<file path="src/rtl/elevator_call_scheduler_if.sv">
// ----------------------------------------------------------------------------
// elevator_call_scheduler_if
// Bundles the call-panel and car-datapath signals of the elevator call
// scheduler so they can be passed as one port.
//
// Handshake between scheduler and car (the only handshake on this bus):
//   move_up / move_down is a level request. It is raised by the scheduler and
//   held, unchanged, every cycle until the car returns a one-cycle step_done
//   pulse. step_done completes exactly one one-floor step, and cur_floor
//   must be valid in that same cycle. A step_done with no request
//   outstanding is ignored.
//
// Signals (direction seen from the scheduler, i.e. the slave modport):
//   call_btn   in   N_FLOORS  call buttons, one bit per floor, any pulse width
//   cur_floor  in   FLOOR_W   car position from the datapath
//   step_done  in   1         one-floor step complete (1-cycle pulse)
//   door_hold  in   1         door obstruction / hold
//   move_up    out  1         step the car up one floor
//   move_down  out  1         step the car down one floor
//   door_open  out  1         door open at cur_floor
//   dir_up     out  1         current scan direction (1 = up)
//   pending    out  N_FLOORS  latched, unserved calls
//   busy       out  1         scheduler not idle or calls pending
//   dbg_state  out  2         FSM state, for observation only
// ----------------------------------------------------------------------------
interface elevator_call_scheduler_if #(
    parameter int N_FLOORS = 4,
    parameter int FLOOR_W  = 2
);
    logic [N_FLOORS-1:0] call_btn;
    logic [FLOOR_W-1:0]  cur_floor;
    logic                step_done;
    logic                door_hold;
    logic                move_up;
    logic                move_down;
    logic                door_open;
    logic                dir_up;
    logic [N_FLOORS-1:0] pending;
    logic                busy;
    logic [1:0]          dbg_state;

    // Panel / car side.
    modport master (
        output call_btn, cur_floor, step_done, door_hold,
        input  move_up, move_down, door_open, dir_up, pending, busy, dbg_state
    );

    // Scheduler side.
    modport slave (
        input  call_btn, cur_floor, step_done, door_hold,
        output move_up, move_down, door_open, dir_up, pending, busy, dbg_state
    );
endinterface

</file>
<file path="src/rtl/elevator_call_scheduler.sv">
// ----------------------------------------------------------------------------
// elevator_call_scheduler
// Latches floor calls and sequences the car with collective (SCAN)
// scheduling: keep stepping in the current direction while calls lie ahead,
// reverse when only calls behind remain. Issues one-floor step commands and
// times the door at each served floor.
//
// Ports:
//   clk      in  1   rising-edge clock
//   reset_n  in  1   asynchronous active-low reset
//   bus      slave modport of elevator_call_scheduler_if (calls, car
//                    handshake, door, status and debug state)
//
// All outputs are registers or decodes of registered state only.
// ----------------------------------------------------------------------------
module elevator_call_scheduler #(
    parameter int N_FLOORS    = 4,
    parameter int FLOOR_W     = 2,
    parameter int DOOR_CYCLES = 4
) (
    input  logic                       clk,
    input  logic                       reset_n,
    elevator_call_scheduler_if.slave   bus
);
    localparam int CNT_W = $clog2(DOOR_CYCLES + 1);
    localparam logic [CNT_W-1:0] DOOR_LOAD = CNT_W'(DOOR_CYCLES);

    typedef enum logic [1:0] {
        S_IDLE = 2'd0,
        S_MOVE = 2'd1,
        S_DOOR = 2'd2
    } state_e;

    state_e              state_q, state_d;
    logic                dir_up_q, dir_up_d;
    logic [N_FLOORS-1:0] pending_q, pending_d;
    logic [CNT_W-1:0]    door_cnt_q, door_cnt_d;

    logic [N_FLOORS-1:0] floor_onehot;
    logic [N_FLOORS-1:0] calls_above;
    logic [N_FLOORS-1:0] calls_below;
    logic [N_FLOORS-1:0] clear_mask;
    logic [N_FLOORS-1:0] call_mask;
    logic                here_call;
    logic                any_above;
    logic                any_below;
    logic                door_reload;

    // Position decode. A cur_floor outside 0..N_FLOORS-1 matches no bit of
    // floor_onehot, so it never selects a pending call to serve.
    always_comb begin
        floor_onehot = '0;
        calls_above  = '0;
        calls_below  = '0;
        for (int i = 0; i < N_FLOORS; i++) begin
            floor_onehot[i] = (bus.cur_floor == FLOOR_W'(i));
            calls_above[i]  = pending_q[i] && (i > int'(bus.cur_floor));
            calls_below[i]  = pending_q[i] && (i < int'(bus.cur_floor));
        end
    end

    assign here_call   = |(pending_q & floor_onehot);
    assign any_above   = |calls_above;
    assign any_below   = |calls_below;
    // A call button at the open floor behaves like a hold: it re-opens the door.
    assign door_reload = bus.door_hold || (|(bus.call_btn & floor_onehot));

    always_comb begin
        state_d    = state_q;
        dir_up_d   = dir_up_q;
        door_cnt_d = door_cnt_q;
        clear_mask = '0;
        call_mask  = bus.call_btn;

        case (state_q)
            S_IDLE: begin
                if (here_call) begin
                    // Clearing on the entry edge also absorbs a same-cycle
                    // press of this floor's button.
                    state_d    = S_DOOR;
                    door_cnt_d = DOOR_LOAD;
                    clear_mask = floor_onehot;
                end else if (dir_up_q ? any_above : any_below) begin
                    state_d = S_MOVE;
                end else if (dir_up_q ? any_below : any_above) begin
                    dir_up_d = ~dir_up_q;
                    state_d  = S_MOVE;
                end
            end
            S_MOVE: begin
                if (bus.step_done) begin
                    state_d = S_IDLE;
                end
            end
            S_DOOR: begin
                // The served floor's button is not latched while the door is open.
                call_mask = bus.call_btn & ~floor_onehot;
                if (door_reload) begin
                    door_cnt_d = DOOR_LOAD;
                end else if (door_cnt_q <= CNT_W'(1)) begin
                    state_d    = S_IDLE;
                    door_cnt_d = '0;
                end else begin
                    door_cnt_d = door_cnt_q - CNT_W'(1);
                end
            end
            default: begin
                state_d = S_IDLE;
            end
        endcase

        pending_d = (pending_q | call_mask) & ~clear_mask;
    end

    always_ff @(posedge clk or negedge reset_n) begin
        if (!reset_n) begin
            state_q    <= S_IDLE;
            dir_up_q   <= 1'b1;
            pending_q  <= '0;
            door_cnt_q <= '0;
        end else begin
            state_q    <= state_d;
            dir_up_q   <= dir_up_d;
            pending_q  <= pending_d;
            door_cnt_q <= door_cnt_d;
        end
    end

    assign bus.move_up   = (state_q == S_MOVE) &&  dir_up_q;
    assign bus.move_down = (state_q == S_MOVE) && !dir_up_q;
    assign bus.door_open = (state_q == S_DOOR);
    assign bus.dir_up    = dir_up_q;
    assign bus.pending   = pending_q;
    assign bus.busy      = (state_q != S_IDLE) || (|pending_q);
    assign bus.dbg_state = state_q;
endmodule

</file>
<file path="src/flat_wrapper.sv">
// flat-port wrapper written by rule: the top's interface ports become plain ports
module elevator_call_scheduler_flat 
#(
    parameter int N_FLOORS    = 4,
    parameter int FLOOR_W     = 2,
    parameter int DOOR_CYCLES = 4
)
  (clk, reset_n, bus_call_btn, bus_cur_floor, bus_step_done, bus_door_hold, bus_move_up, bus_move_down, bus_door_open, bus_dir_up, bus_pending, bus_busy, bus_dbg_state);
  elevator_call_scheduler_if #(.N_FLOORS(N_FLOORS), .FLOOR_W(FLOOR_W)) bus_i ();
  input  logic clk;
  input  logic reset_n;
  input wire logic [$bits(bus_i.call_btn)-1:0] bus_call_btn;
  input wire logic [$bits(bus_i.cur_floor)-1:0] bus_cur_floor;
  input wire logic [$bits(bus_i.step_done)-1:0] bus_step_done;
  input wire logic [$bits(bus_i.door_hold)-1:0] bus_door_hold;
  output wire logic [$bits(bus_i.move_up)-1:0] bus_move_up;
  output wire logic [$bits(bus_i.move_down)-1:0] bus_move_down;
  output wire logic [$bits(bus_i.door_open)-1:0] bus_door_open;
  output wire logic [$bits(bus_i.dir_up)-1:0] bus_dir_up;
  output wire logic [$bits(bus_i.pending)-1:0] bus_pending;
  output wire logic [$bits(bus_i.busy)-1:0] bus_busy;
  output wire logic [$bits(bus_i.dbg_state)-1:0] bus_dbg_state;
  assign bus_i.call_btn = bus_call_btn;
  assign bus_i.cur_floor = bus_cur_floor;
  assign bus_i.step_done = bus_step_done;
  assign bus_i.door_hold = bus_door_hold;
  assign bus_move_up = bus_i.move_up;
  assign bus_move_down = bus_i.move_down;
  assign bus_door_open = bus_i.door_open;
  assign bus_dir_up = bus_i.dir_up;
  assign bus_pending = bus_i.pending;
  assign bus_busy = bus_i.busy;
  assign bus_dbg_state = bus_i.dbg_state;
  elevator_call_scheduler #(.N_FLOORS(N_FLOORS), .FLOOR_W(FLOOR_W), .DOOR_CYCLES(DOOR_CYCLES)) u_core (.clk(clk), .reset_n(reset_n), .bus(bus_i));
endmodule
</file>
<file path="config.mk">
export PLATFORM = sky130hd
export DESIGN_NAME = elevator_call_scheduler_flat
export DESIGN_NICKNAME = d
export VERILOG_FILES = /design/src/rtl/elevator_call_scheduler_if.sv /design/src/rtl/elevator_call_scheduler.sv /design/src/flat_wrapper.sv
export SDC_FILE = /design/constraint.sdc
export NUM_CORES = 1
export LEC_CHECK = 0
export CORE_UTILIZATION = 45
export DETAILED_ROUTE_END_ITERATION = 10
export GPL_TIMING_DRIVEN = 0
export PLACE_DENSITY = 0.78
export SLEW_MARGIN = 20
export SYNTH_ARGS = -nofsm -noshare
export SYNTH_HDL_FRONTEND = slang
export SYNTH_SLANG_ARGS = --single-unit
</file>
<file path="constraint.sdc">
create_clock -name clk -period 4.2 [get_ports clk]
set_input_delay 0.63 -clock clk [delete_from_list [all_inputs] [get_ports clk]]
set_output_delay 0.63 -clock clk [all_outputs]
set_load 0.01 [all_outputs]
</file>
==> results_dict.tcl <==
set metrics [dict create \
    drt_pass1_iterations 4 \
    final_util_pct 67.3 \
    vias_per_cell 5.74 \
    numClockSinks 10 \
    hold_viol 0 \
    yosys-top-cells-area "dfrtp_1 (35%), mux4_2 (7.0%), a21oi_1 (5.5%)" \
    cts_tree "done" \
    rrSetupSlack_ps 2530 \
    hold_buffers 0 \
    grt_overflow_total 0 \
    areaGrowthSynthToFinish_pct 38.2 \
    rsz0062_at_grt "false" \
    worst_slack_ps 1950 \
    multi_input_area_sq_um 355 \
    grt_max_degree 11 \
    setup.worst_path.start_class "register" \
    ir_drop_uv 238 \
    synth_cells 73 \
    cp_data_required_time_ps 3570 \
    min-delay-start "u_core.door_cnt_q[1]" \
    antenna_cells 0 \
    max_clock_freq_ghz 0.444 \
    reg2reg_from "u_core.bus.pending[3]" \
    clockBufferDepth 2 \
    synth_top_area_share_pct 35.1 \
    fillers 121 \
    wirelength_um 1430 \
    reg2reg_depth 4 \
    worstHoldPathCells 2 \
    regToRegEndpoint "u_core.door_cnt_q[2]" \
    place_ws_ps 1700 \
    fp.dieArea_sq_um 1580 \
    regArea_sq_um 251 \
    synth_area_leader_cell "dfrtp_1" \
    cts_root_buf "clkbuf_4" \
    grt_usage_pct 21.3 \
    drive_above_1_share_pct 11.5 \
    ys_warn_count 0 \
    setup_violations 0 \
    die_y_um 39.8 \
    final.setup.tns_ps 0 \
    port_buffers 19 \
    synth_seq_cells 10 \
    syn_area_sq_um 642 \
    routabilityCongestion 0.723 \
    final_common_cell "clkdlybuf4s50_1" \
    fin_crit_sh_pct 53.6 \
    seq_area_frac_synth_pct 39.2 \
    whs_ps 525 \
    skew_ps 6.68 \
    post_cts_buffers 0 \
    grt_pass1_wl_um 2150 \
    cts_resized 0 \
    slew-limit-headroom_pct 68.1 \
    wire_per_inst_um 12.9 \
    power_per_cell_area_nw_per_um2 447 \
    drc_errors 0 \
    holdPathEnd "u_core.door_cnt_q[1]" \
    cts-htree-levels 1 \
    drv_cap 0 \
    fp-row-count 13 \
    crit_fanout 3 \
    finalMaxSlewViolations 0 \
    drt-initial-drc-count 5 \
    worstSetupPathType "register to primary output" \
    coreArea_sq_um 1320 \
    clk_latency_ps 270 \
    nets 109 \
    boundaryPins 21 \
    clk_pin_slew_ps 70 \
    vias 637 \
    die_x_um 39.8 \
    final_cell_mix "clkdlybuf4s50_1 (19), nor2_1 (9), dfrtp_1 (9)" \
    avgSynthCellArea_sq_um 8.79 \
    numCtsBuffers 3 \
    status "complete, no violations" \
    synth_cell_types 25 \
    end_kind "primary output" \
    antenna_found_initial 0 \
    ant_nets 0 \
    cp.arrival_ps 1620 \
    hp-class "register to register" \
    tightest_slew_ps 477 \
    grt_pass1_vias 511 \
    cellLeakagePower_nw 0.360 \
    post-dp-hpwl_um 1070 \
    timing.final.crit_period_ps 2250 \
    synthesis.nets 85 \
    start_util_pct 48.7 \
]
critical path, stage by stage (launching register included):
cell             delay (ps)
dfstp_2                 550
inv_1                    50
nor3b_1                 190
clkdlybuf4s50_1         560
cell usage after synthesis:
cell type	number
nor3b_1	2
mux4_2	2
a21o_1	1
dfstp_2	1
nand2b_1	1
o31ai_1	2
nor3_1	1
nor3_2	1
or3_4	1
dfrtp_1	9
inv_1	8
o21bai_2	1
nand3_1	3
nor2_1	9
a311oi_1	1
a221o_1	2
o22ai_1	3
a21oi_1	7
nand2_1	8
a41oi_1	1
ha_1	2
buf_2	1
o21bai_1	1
nor2b_1	1
o21ai_0	4
area by class of cell:
class                   instances  share of cell area [%]
clock buffers                   4                    4.09
flip-flops and latches         10                    28.3
inverters                       8                    3.39
plain buffers                   1                   0.564
multi-input cells              54                    40.1
well taps                      15                    2.12
repair buffers                 19                    21.4
power by group:
part	total, mW	leakage, nW	internal, mW	switching (mW)
Clock	0.0892	0.0210	0.0527	0.0365
Combinational	0.154	0.232	0.0798	0.0742
Sequential	0.153	0.107	0.122	0.0312
Total	0.397	0.360	0.255	0.142
flip-flops by register name (all words and copies together), names as in the netlist:
register	flops
u_core.bus.dir_up	1
u_core.bus.pending	4
u_core.bus.dbg_state	2
u_core.door_cnt_q	3
cell families (layout without fill, tap and decap cells):
logic type / Yosys count / count (layout) / synth area share [%]
flops: 10 / 10 / 39.2
compound gates: 23 / 23 / 23.8
mux: 2 / 2 / 7.02
fa+ha+maj: 2 / 2 / 3.90
simple gates: 27 / 27 / 20.7
buf+inv: 9 / 32 / 5.46
how the worst max path moves through the flow:
| stage | from | end | depth (start not counted) |
|---|---|---|---|
| floorplan | bus_cur_floor[1] | u_core.door_cnt_q[2] | 5 |
| global placement | bus_cur_floor[0] | u_core.door_cnt_q[0] | 4 |
| detailed placement | bus_cur_floor[0] | u_core.door_cnt_q[1] | 4 |
| CTS | u_core.bus.dir_up | bus_move_up | 3 |
| global route | u_core.bus.dir_up | bus_move_up | 3 |
| finish | u_core.bus.dir_up | bus_move_up | 3 |
metrics by stage:
| step | cells | power, mW | instance area, sq um |
|---|---|---|---|
| 3_3_place_gp | 107 | 0.303 | 851 |
| 6_report | 111 | 0.397 | 887 |
| 5_1_grt | 111 | 0.427 | 887 |
| 4_1_cts | 111 | 0.400 | 887 |
| 3_5_place_dp | 107 | 0.309 | 851 |
| 2_1_floorplan | 73 | 0.238 | 642 |
per-layer routing:
layer / global-route usage [%] / part of all wire (%) / vias up
li1: - / - / 312
met1: 26.7 / 48 / 295
met2: 33.6 / 46 / 26
met3: 3.41 / 4.8 / 4
met4: 12.9 / 2.0 / 0
met5: 0 / 0 / -
Power figures use the tool's default switching activity.
